File: src/rtl/dual_config_csr_responder_pkg.sv
// csr_pkg: definitions shared by the dual-configuration CSR responder.
//   - csr_state_t : responder FSM states
//   - DEF_*_ADDR  : default register offsets inside the MAX10 dual-config IP
//   - CMD_*       : command bytes that StateMachine uses for the three requests
//   - cfg_word()  : builds the config-select write word from the request payload
package csr_pkg;

    typedef enum logic [2:0] {
        IDLE,
        RD_ISSUE,
        RD_WAIT,
        POLL_ISSUE,
        POLL_WAIT,
        WR_CFG,
        WR_TRIG,
        DONE
    } csr_state_t;

    localparam logic [2:0] DEF_TRIG_ADDR   = 3'd0;
    localparam logic [2:0] DEF_CONFIG_ADDR = 3'd1;
    localparam logic [2:0] DEF_STATUS_ADDR = 3'd2;

    localparam logic [7:0] CMD_RDSR = 8'h52;
    localparam logic [7:0] CMD_RDCR = 8'h45;
    localparam logic [7:0] CMD_WRCR = 8'h47;

    localparam logic [31:0] TRIG_WORD = 32'h0000_0001;

    // Bit0 is the overwrite flag and bit1 is config_sel; everything else must be zero.
    function automatic logic [31:0] cfg_word(input logic [1:0] sel);
        return {30'b0, sel};
    endfunction

endpackage

File: src/rtl/dual_config_csr_responder_read_port.sv
// csr_avmm_read_port: issues one Avalon-MM read and waits a fixed latency for the data.
// Ports:
//   clk, reset      system clock, synchronous active-high reset
//   issue           one-cycle request; the read strobe is driven in the same cycle
//   issue_addr      IP CSR offset for this read
//   avmm_read       read strobe toward the IP
//   read_address    address toward the IP, zero when no read is being issued
//   avmm_readdata   IP read data, valid READ_LATENCY cycles after the strobe
//   rvalid          one-cycle pulse in the cycle rdata holds the answer
//   rdata           read data passed back to the caller
module csr_avmm_read_port #(
    parameter int READ_LATENCY = 2
) (
    input  logic        clk,
    input  logic        reset,
    input  logic        issue,
    input  logic [2:0]  issue_addr,
    output logic        avmm_read,
    output logic [2:0]  read_address,
    input  logic [31:0] avmm_readdata,
    output logic        rvalid,
    output logic [31:0] rdata
);

    localparam int LW = $clog2(READ_LATENCY + 1);
    localparam logic [LW-1:0] LAT_LOAD = LW'(READ_LATENCY);
    localparam logic [LW-1:0] LAT_LAST = LW'(1);

    logic [LW-1:0] lat_cnt;

    // The counter is loaded at the edge that ends the strobe cycle and then counts down,
    // so it reads 1 exactly in the cycle the IP presents valid data.
    always_ff @(posedge clk) begin
        if (reset) begin
            lat_cnt <= '0;
        end else if (issue) begin
            lat_cnt <= LAT_LOAD;
        end else if (lat_cnt != '0) begin
            lat_cnt <= lat_cnt - LAT_LAST;
        end
    end

    assign avmm_read    = issue;
    assign read_address = issue ? issue_addr : 3'd0;
    assign rvalid       = (lat_cnt == LAT_LAST);
    assign rdata        = avmm_readdata;

endmodule

File: src/rtl/dual_config_csr_responder.sv
// dual_config_csr_responder: turns StateMachine CSR requests (RDSR, RDCR, WRCR) into
// Avalon-MM transactions on the MAX10 dual-configuration IP CSR port.
// Ports:
//   clk, reset                       system clock, synchronous active-high reset
//   start_rdsr/start_rdcr/start_wrcr one-cycle requests, sampled only while idle
//   wr_data_csr                      WRCR payload: [1:0] config word, [31] trigger reconfig
//   rd_data_csr                      last captured RDSR/RDCR data, held until the next read
//   done_csr                         one-cycle completion pulse for every accepted request
//   err_timeout                      pulses with done_csr when the WRCR busy poll gives up
//   avmm_address/read/write/
//   writedata/readdata               Avalon-MM master toward the IP CSR slave
module dual_config_csr_responder
    import csr_pkg::*;
#(
    parameter int         READ_LATENCY = 2,
    parameter logic [2:0] STATUS_ADDR  = DEF_STATUS_ADDR,
    parameter logic [2:0] CONFIG_ADDR  = DEF_CONFIG_ADDR,
    parameter logic [2:0] TRIG_ADDR    = DEF_TRIG_ADDR,
    parameter int         POLL_MAX     = 1000
) (
    input  logic        clk,
    input  logic        reset,
    input  logic        start_rdsr,
    input  logic        start_rdcr,
    input  logic        start_wrcr,
    input  logic [31:0] wr_data_csr,
    output logic [31:0] rd_data_csr,
    output logic        done_csr,
    output logic        err_timeout,
    output logic [2:0]  avmm_address,
    output logic        avmm_read,
    output logic        avmm_write,
    output logic [31:0] avmm_writedata,
    input  logic [31:0] avmm_readdata
);

    localparam int PW = $clog2(POLL_MAX + 1);
    localparam logic [PW-1:0] POLL_LIMIT = PW'(POLL_MAX);
    localparam logic [PW-1:0] POLL_ONE   = PW'(1);

    csr_state_t    state;
    csr_state_t    state_next;

    logic [2:0]    rd_addr;
    logic [1:0]    wr_cfg_sel;
    logic          wr_trigger;
    logic [PW-1:0] poll_cnt;
    logic          timed_out;

    logic          rd_issue;
    logic [2:0]    rd_issue_addr;
    logic [2:0]    rd_port_address;
    logic          rvalid;
    logic [31:0]   rdata;
    logic [2:0]    wr_address;

    csr_avmm_read_port #(
        .READ_LATENCY (READ_LATENCY)
    ) u_read_port (
        .clk           (clk),
        .reset         (reset),
        .issue         (rd_issue),
        .issue_addr    (rd_issue_addr),
        .avmm_read     (avmm_read),
        .read_address  (rd_port_address),
        .avmm_readdata (avmm_readdata),
        .rvalid        (rvalid),
        .rdata         (rdata)
    );

    always_ff @(posedge clk) begin
        if (reset) begin
            state <= IDLE;
        end else begin
            state <= state_next;
        end
    end

    // Request context and counters. The read address and WRCR payload are latched on the
    // accepting cycle so later changes on the inputs cannot disturb a transaction in flight.
    // The poll counter counts issued polls; it stops at POLL_MAX because the FSM leaves the
    // poll loop there, and the guard keeps it from ever wrapping.
    always_ff @(posedge clk) begin
        if (reset) begin
            rd_addr     <= 3'd0;
            wr_cfg_sel  <= 2'd0;
            wr_trigger  <= 1'b0;
            poll_cnt    <= '0;
            timed_out   <= 1'b0;
            rd_data_csr <= 32'd0;
        end else begin
            case (state)
                IDLE: begin
                    poll_cnt  <= '0;
                    timed_out <= 1'b0;
                    if (start_rdsr) begin
                        rd_addr <= STATUS_ADDR;
                    end else if (start_rdcr) begin
                        rd_addr <= CONFIG_ADDR;
                    end else if (start_wrcr) begin
                        wr_cfg_sel <= wr_data_csr[1:0];
                        wr_trigger <= wr_data_csr[31];
                    end
                end
                RD_WAIT: begin
                    if (rvalid) begin
                        rd_data_csr <= rdata;
                    end
                end
                POLL_ISSUE: begin
                    if (poll_cnt != POLL_LIMIT) begin
                        poll_cnt <= poll_cnt + POLL_ONE;
                    end
                end
                POLL_WAIT: begin
                    if (rvalid && rdata[0] && (poll_cnt == POLL_LIMIT)) begin
                        timed_out <= 1'b1;
                    end
                end
                default: begin
                end
            endcase
        end
    end

    // Next state and Moore outputs. Read strobes come only from RD_ISSUE/POLL_ISSUE and
    // write strobes only from WR_CFG/WR_TRIG, so the two strobes can never overlap.
    always_comb begin
        state_next     = state;
        rd_issue       = 1'b0;
        rd_issue_addr  = 3'd0;
        avmm_write     = 1'b0;
        wr_address     = 3'd0;
        avmm_writedata = 32'd0;
        done_csr       = 1'b0;
        err_timeout    = 1'b0;
        case (state)
            IDLE: begin
                if (start_rdsr || start_rdcr) begin
                    state_next = RD_ISSUE;
                end else if (start_wrcr) begin
                    state_next = POLL_ISSUE;
                end
            end
            RD_ISSUE: begin
                rd_issue      = 1'b1;
                rd_issue_addr = rd_addr;
                state_next    = RD_WAIT;
            end
            RD_WAIT: begin
                if (rvalid) begin
                    state_next = DONE;
                end
            end
            POLL_ISSUE: begin
                rd_issue      = 1'b1;
                rd_issue_addr = STATUS_ADDR;
                state_next    = POLL_WAIT;
            end
            POLL_WAIT: begin
                if (rvalid) begin
                    if (!rdata[0]) begin
                        state_next = WR_CFG;
                    end else if (poll_cnt == POLL_LIMIT) begin
                        state_next = DONE;
                    end else begin
                        state_next = POLL_ISSUE;
                    end
                end
            end
            WR_CFG: begin
                avmm_write     = 1'b1;
                wr_address     = CONFIG_ADDR;
                avmm_writedata = cfg_word(wr_cfg_sel);
                state_next     = wr_trigger ? WR_TRIG : DONE;
            end
            WR_TRIG: begin
                avmm_write     = 1'b1;
                wr_address     = TRIG_ADDR;
                avmm_writedata = TRIG_WORD;
                state_next     = DONE;
            end
            DONE: begin
                done_csr    = 1'b1;
                err_timeout = timed_out;
                state_next  = IDLE;
            end
            default: begin
                state_next = IDLE;
            end
        endcase
    end

    // Both address sources are zero when their strobe is inactive, so OR-ing them merges
    // the read and write paths and leaves the bus at zero between strobes.
    assign avmm_address = rd_port_address | wr_address;

endmodule

File: config.mk
export PLATFORM = sky130hd
export DESIGN_NAME = dual_config_csr_responder
export DESIGN_NICKNAME = d
export VERILOG_FILES = /design/src/rtl/dual_config_csr_responder_pkg.sv /design/src/rtl/dual_config_csr_responder_read_port.sv /design/src/rtl/dual_config_csr_responder.sv
export SDC_FILE = /design/constraint.sdc
export NUM_CORES = 1
export LEC_CHECK = 0
export ABC_AREA = 1
export CAP_MARGIN = 10
export CELL_PAD_IN_SITES_DETAIL_PLACEMENT = 1
export CELL_PAD_IN_SITES_GLOBAL_PLACEMENT = 1
export CORE_MARGIN = 1
export CORE_UTILIZATION = 30
export DETAILED_ROUTE_END_ITERATION = 12
export GPL_TIMING_DRIVEN = 0
export MAX_ROUTING_LAYER = met4
export PLACE_DENSITY_LB_ADDON = 0.05
export SLEW_MARGIN = 10
export SYNTH_ARGS = -nofsm -noshare
export SYNTH_HDL_FRONTEND = slang
export SYNTH_HIERARCHICAL = 1
export SYNTH_SLANG_ARGS = --single-unit
File: constraint.sdc
create_clock -name clk -period 2.28 [get_ports clk]
set_clock_uncertainty 0.15 [all_clocks]
set_input_delay 0.342 -clock clk [delete_from_list [all_inputs] [get_ports clk]]
set_output_delay 0.342 -clock clk [all_outputs]
set_load 0.01 [all_outputs]
## After elaboration in Yosys (flattened, before gate mapping)

Cells that the tools add are included.

| cells by class | value |
|---|---|
| muxes and demuxes | 24 |
| reduce and logical (&&, ||, !) cells | 18 |
| bitwise operators | 3 |
| eq/ne operators | 15 |
| div/mod/pow operators | 0 |
| shift operators | 0 |
| $add $sub $neg | 2 |
| order comparisons | 0 |
| multipliers | 0 |

Operator list:

| cell | number |
|---|---|
| two-way mux 3 bit | 9 |
| case mux 3 bit (8 select lines) | 1 |
| case mux 10 bit (2 select lines) | 1 |
| == test 3 bit (second input constant) | 4 |
| adder 10 x 1 -> 10 bit (second input constant) | 1 |
| == test 10 bit (second input constant) | 1 |
| two-way mux 10 bit | 1 |
| inequality test 10 bit (second input constant) | 1 |
| nonzero test 2 bit | 5 |
| inequality test 2 bit (second input constant) | 4 |
| AND reduction 2 bit | 4 |
| two-way mux 1 bit | 7 |
| == test 3 x 2 -> 1 bit (second input constant) | 2 |
| case mux 3 bit (2 select lines) | 1 |
| OR reduction 2 bit | 3 |
| two-way mux 2 bit | 2 |
| case mux 2 bit (2 select lines) | 1 |
| AND reduction 4 bit | 1 |
| == test 3 x 1 -> 1 bit (second input constant) | 1 |
| logical NOT 3 bit | 1 |
| inequality test 3 bit (second input constant) | 1 |
| bitwise OR 3 bit | 1 |
| AND reduction 3 bit | 1 |
| == test 2 x 1 -> 1 bit (second input constant) | 1 |
| 5 further kinds | 7 |

| word-level totals | value |
|---|---|
| bits in latches | 0 |
| bits in registers | 54 |
| memories kept | 0 |
| bits in writable memories | 0 |
| word-level logic and storage cells | 71 |
| bits in read-only memories | 0 |

## Logic depth before layout (Yosys ltp)

| depth | value |
|---|---|
| depth in word-level cells | 5 |
| depth in mapped cells | 10 |
| depth with buffers taken out | 10 |

## Hierarchy

Netlist, hierarchy kept.

By module, submodules not included:

| module | cells an instance | seq. area each (µm²) | times used | area an instance (µm²) |
|---|---|---|---|---|
| dual_config_csr_responder | 353 | 1,021.0 | 1 | 2,588.7 |
| csr_avmm_read_port | 51 | 40.0 | 1 | 349.1 |

## Least setup slack after synthesis

Ideal clock, no wire load.

| timing | value |
|---|---|
| path type | register to output |
| from | register state[1] |
| to | output avmm_address[1] |
| buffers on the path | 0 |
| arrival | 1.238 ns |
| stages on the path, launching flop included | 8 |
| setup slack | 0.550 ns |
| required time | 1.788 ns |
| cell sequence | dfxtp_1 nand2_4 nor2_4 inv_1 nand2_1 o21a_1 nand2_1 inv_1 |

| on the way | value |
|---|---|
| longest elaborated chain between the ends | 5 |
| elaborated cells on any way between the ends | 7 |

RTL lines:

| item | line | text |
|---|---|---|
| start, declared | dual_config_csr_responder.sv:41 | `csr_state_t state;` |
| start signal, assigned | dual_config_csr_responder.sv:75 | `state <= state_next;` |
| == test 3 x 2 -> 1 bit or == test 3 x 1 -> 1 bit (tied branches) | dual_config_csr_responder.sv:137 | `case (state)` |
| OR reduction 2 bit (no source line) (*) | -- |  |
| two-way mux 1 bit (*) | dual_config_csr_responder.sv:137 |  |
| net rd_issue | dual_config_csr_responder.sv:50 | `logic rd_issue;` |
| two-way mux 3 bit (*) | dual_config_csr_responder_read_port.sv:44 | `assign read_address = issue ? issue_addr : 3'd0;` |
| bitwise OR 3 bit (*) | dual_config_csr_responder.sv:196 | `assign avmm_address = rd_port_address \| wr_address;` |
| end, declared | dual_config_csr_responder.sv:30 | `output logic [2:0] avmm_address,` |

Mark *: on every way through the listed nets, which the timed path passes. The rest lies on a longest branch.

## Worst setup path after layout

| timing | value |
|---|---|
| from | register state[2] |
| to | output avmm_writedata[0] |

| on the way | value |
|---|---|
| longest elaborated chain between the ends | 2 |
| elaborated cells on any way between the ends | 3 |

RTL lines:

| item | line | text |
|---|---|---|
| == test 3 bit | dual_config_csr_responder.sv:137 |  |
| case mux 2 bit (2 select lines) (*) | dual_config_csr_responder.sv:137 |  |
| end, declared | dual_config_csr_responder.sv:33 | `output logic [31:0] avmm_writedata,` |

Every way passes the cells marked *; elsewhere a longest branch is shown, timed or not.

==> qor.json <==
{
  "status": {
    "run_status": "completed"
  },
  "clock_network": {
    "clock_tree.htree_level_count": 2,
    "number_of_sinks_handled_by_clock_tree_synthesis": 53,
    "clkSlewWorstSetupHoldPaths_ps": 110,
    "cts_buffers": 5,
    "clock_insertion_delay_worst_skew_ps": 320,
    "clockBufferDepth": 2,
    "cts_tree": "done",
    "ctsRootBufferMaster": "clkbuf_8",
    "cts.hold.buffers_added": 0
  },
  "synthesis": {
    "instance_count_of_the_mapped_netlist": 404,
    "synth_edf_count": 0,
    "synth_flop_cell": "dfxtp_1",
    "syn_area_um2": 2940,
    "synth_top_cell_area_share_pct": 36.1,
    "synth_cell_type_count": 29,
    "netlist_top_cells_area": "dfxtp_1 (36%), buf_4 (16%), inv_1 (8.0%)",
    "synth.avg_cell_area_um2": 7.27,
    "cell_type_with_the_highest_aggregate_area_in_the_netlist": "dfxtp_1",
    "ys_seq_elements": 53,
    "ys_seq_area_share_pct": 36.1,
    "share_of_synthesized_flip_flops_with_an_asynchronous_set_or_reset_pct": 0,
    "yosys_warnings": 6
  },
  "min_path": {
    "hold_end": "rd_data_csr[8]",
    "whs_path_depth": 3,
    "hp-class": "in2reg",
    "hp_start": "avmm_readdata[8]"
  },
  "placement": {
    "routabilityCongestion": 0.776,
    "detailedPlacementHpwl_um": 5640,
    "io_buffers": 47,
    "dpl_worst_slack_ps": -236,
    "placedInstanceArea_um2": 3680
  },
  "layout": {
    "most-common-layout-cells": "buf_4 (70), inv_1 (61), nand2_1 (53)",
    "utilization_pct": 41.1,
    "drive_gt1_share_pct": 23.0,
    "area_growth_syn_to_layout_pct": 31.1,
    "fin_nets": 565,
    "final_common_cell": "buf_4",
    "fill_count": 1234,
    "finalInstanceArea_um2": 3850,
    "antenna_cells": 0
  },
  "global_route": {
    "grt_max_degree": 19,
    "grt_overflow": 0,
    "vias_in_the_first_global_route": 2616,
    "combined_global_route_utilization_of_all_metal_layers_pct": 15.9,
    "global_route_wire_length_before_repair_um": 12300,
    "antenna_found_initial": 0
  },
  "critical_path": {
    "rr_worst_depth": 6,
    "worst-path-buf-inv": 2,
    "path_cells": "inv_2, nor3_4, o21a_1, clkdlybuf4s50_1",
    "worst_path_dominant_cell_family": "buffers and inverters",
    "critPathRequiredTime_ps": 1790,
    "reg2reg_setup_slack_ps": 570,
    "crit_path_start_kind": "flip-flop",
    "critPathArrivalTime_ps": 1700,
    "worst_r2r_endpoint": "rd_data_csr[29]",
    "endpoint_kind": "primary output",
    "critPathMaxStageDelay_ps": 530,
    "crit-reg2reg-launch": "u_read_port/lat_cnt[0]",
    "worst_setup_path_class": "reg2out",
    "critical_path_peak_fanout": 6,
    "crit_slowest_cell": "clkdlybuf4s50_1"
  },
  "timing": {
    "hold_viol": 0,
    "fin_tns_setup_ps": 0,
    "relSlewSlack_pct": 63.8,
    "rsz0062_at_grt": "no",
    "timing.fmax_mhz": 457,
    "final_critical_path_setup_slack_ps": 90.3,
    "setup_viol": 0,
    "final-max-slew-violation-count": 0,
    "period_needed_ps": 2190,
    "final_min_period_over_clock_period_pct": 96.0,
    "worst_slew_pin_slew_ps": 540
  },
  "power": {
    "worst_ir_drop_vdd_v": 0.000326,
    "power.density_cell_area_nw_per_um2": 728,
    "p_leak_nw": 1.66,
    "power.total_mw": 2.80
  },
  "detailed_routing": {
    "drc_errors_left": 0,
    "num_vias": 2658,
    "vias_per_cell": 4.26,
    "wire_per_inst_um": 12.1,
    "drtIter0Drc": 29,
    "route.antenna.remaining_nets": 0,
    "wl_um": 7530,
    "first_pass_iters": 4
  },
  "job": {
    "drv_cap": 0
  },
  "floorplanning": {
    "design.core.area_um2": 9370,
    "boundaryPins": 140,
    "start_util_pct": 31.3,
    "die-area_um2": 10200,
    "chipHeight_um": 101,
    "die_w_um": 101,
    "rows": 35
  }
}
Yosys cell counts, drive strengths merged, types with 2 or more instances:
| cell type | number |
|---|---|
| buf | 71 |
| inv | 66 |
| nand2 | 60 |
| dfxtp | 53 |
| a21oi | 48 |
| o21ai | 41 |
| nor2 | 34 |
| nand3 | 16 |
| clkbuf | 3 |
| a22oi | 2 |
| ha | 2 |
| nor3 | 2 |
| o21a | 2 |
logic make-up after synthesis:
kind of cell,share of synthesized area (%)
adders and majority gates,0.852
DFF,36.1
other,0.128
AOI/OAI and AO/OA,17.7
and+or+nand+nor,18.7
buffers and inverters,26.5
state kept, by name (all words and copies together) (netlist names):
signal and count:
state 3, u_read_port/lat_cnt 2, wr_trigger 1, rd_data_csr 32, timed_out 1, poll_cnt 10
wr_cfg_sel 2, rd_addr 2
where the power goes:
| group | total, mW | switching, mW | internal [mW] | leakage [nW] |
|---|---|---|---|---|
| registers | 1.12 | 0.0877 | 1.03 | 0.431 |
| logic | 1.10 | 0.642 | 0.454 | 1.19 |
| clock network | 0.590 | 0.365 | 0.225 | 0.0423 |
| total | 2.80 | 1.09 | 1.71 | 1.66 |
routing by layer:
layer	GRT usage, %	wire length [µm]
met1	19.8	3520
met2	25.7	3480
met3	3.81	454
met4	4.01	78
met5	-	0
area by class of cell:
type                       instances  area (µm²)  area share [%]
sequential                        53        1070            27.8
buffer                            74         527            13.7
clock buffer                       5        68.8            1.79
timing repair buffer              53         517            13.4
clock inverter                     3        26.3           0.682
multi-input combinational        241        1230            31.8
tap                              129         161            4.19
inverter                          66         253            6.56
stage by stage:
| step | hold slack, ps | instances |
|---|---|---|
| after global routing | 126 | 624 |
| after floorplan | 277 | 434 |
| after CTS | 122 | 623 |
| after detailed placement | 291 | 610 |
| after global placement | 282 | 610 |
| final | 130 | 624 |
worst max path at each step:
stage                     startpoint           endpoint  slack (ps)  cells past startpoint
after floorplan             state[1]    avmm_address[1]         550                      7
after global placement      state[1]    avmm_address[1]        -200                      8
after detailed placement    state[1]    avmm_address[1]        -240                      8
after CTS                   state[2]        err_timeout          10                      5
after global routing        state[1]  avmm_writedata[0]          20                      4
final                       state[2]  avmm_writedata[0]          90                      4
what timing repair did:
| action | 4_1_cts | 5_1_grt |
|---|---|---|
| gates resized for setup | 13 | 4 |
| pin swaps | 2 | 0 |
| endpoints found under the setup margin | 8 | 3 |
| buffers inserted | 5 | 1 |
| hold endpoints to repair | 0 | 0 |
worst min-delay path: stages:
cell     delay (ps)
buf_4            70
o21ai_1          60
a21oi_1         100
Note: power is estimated with default switching activity, not from simulation.
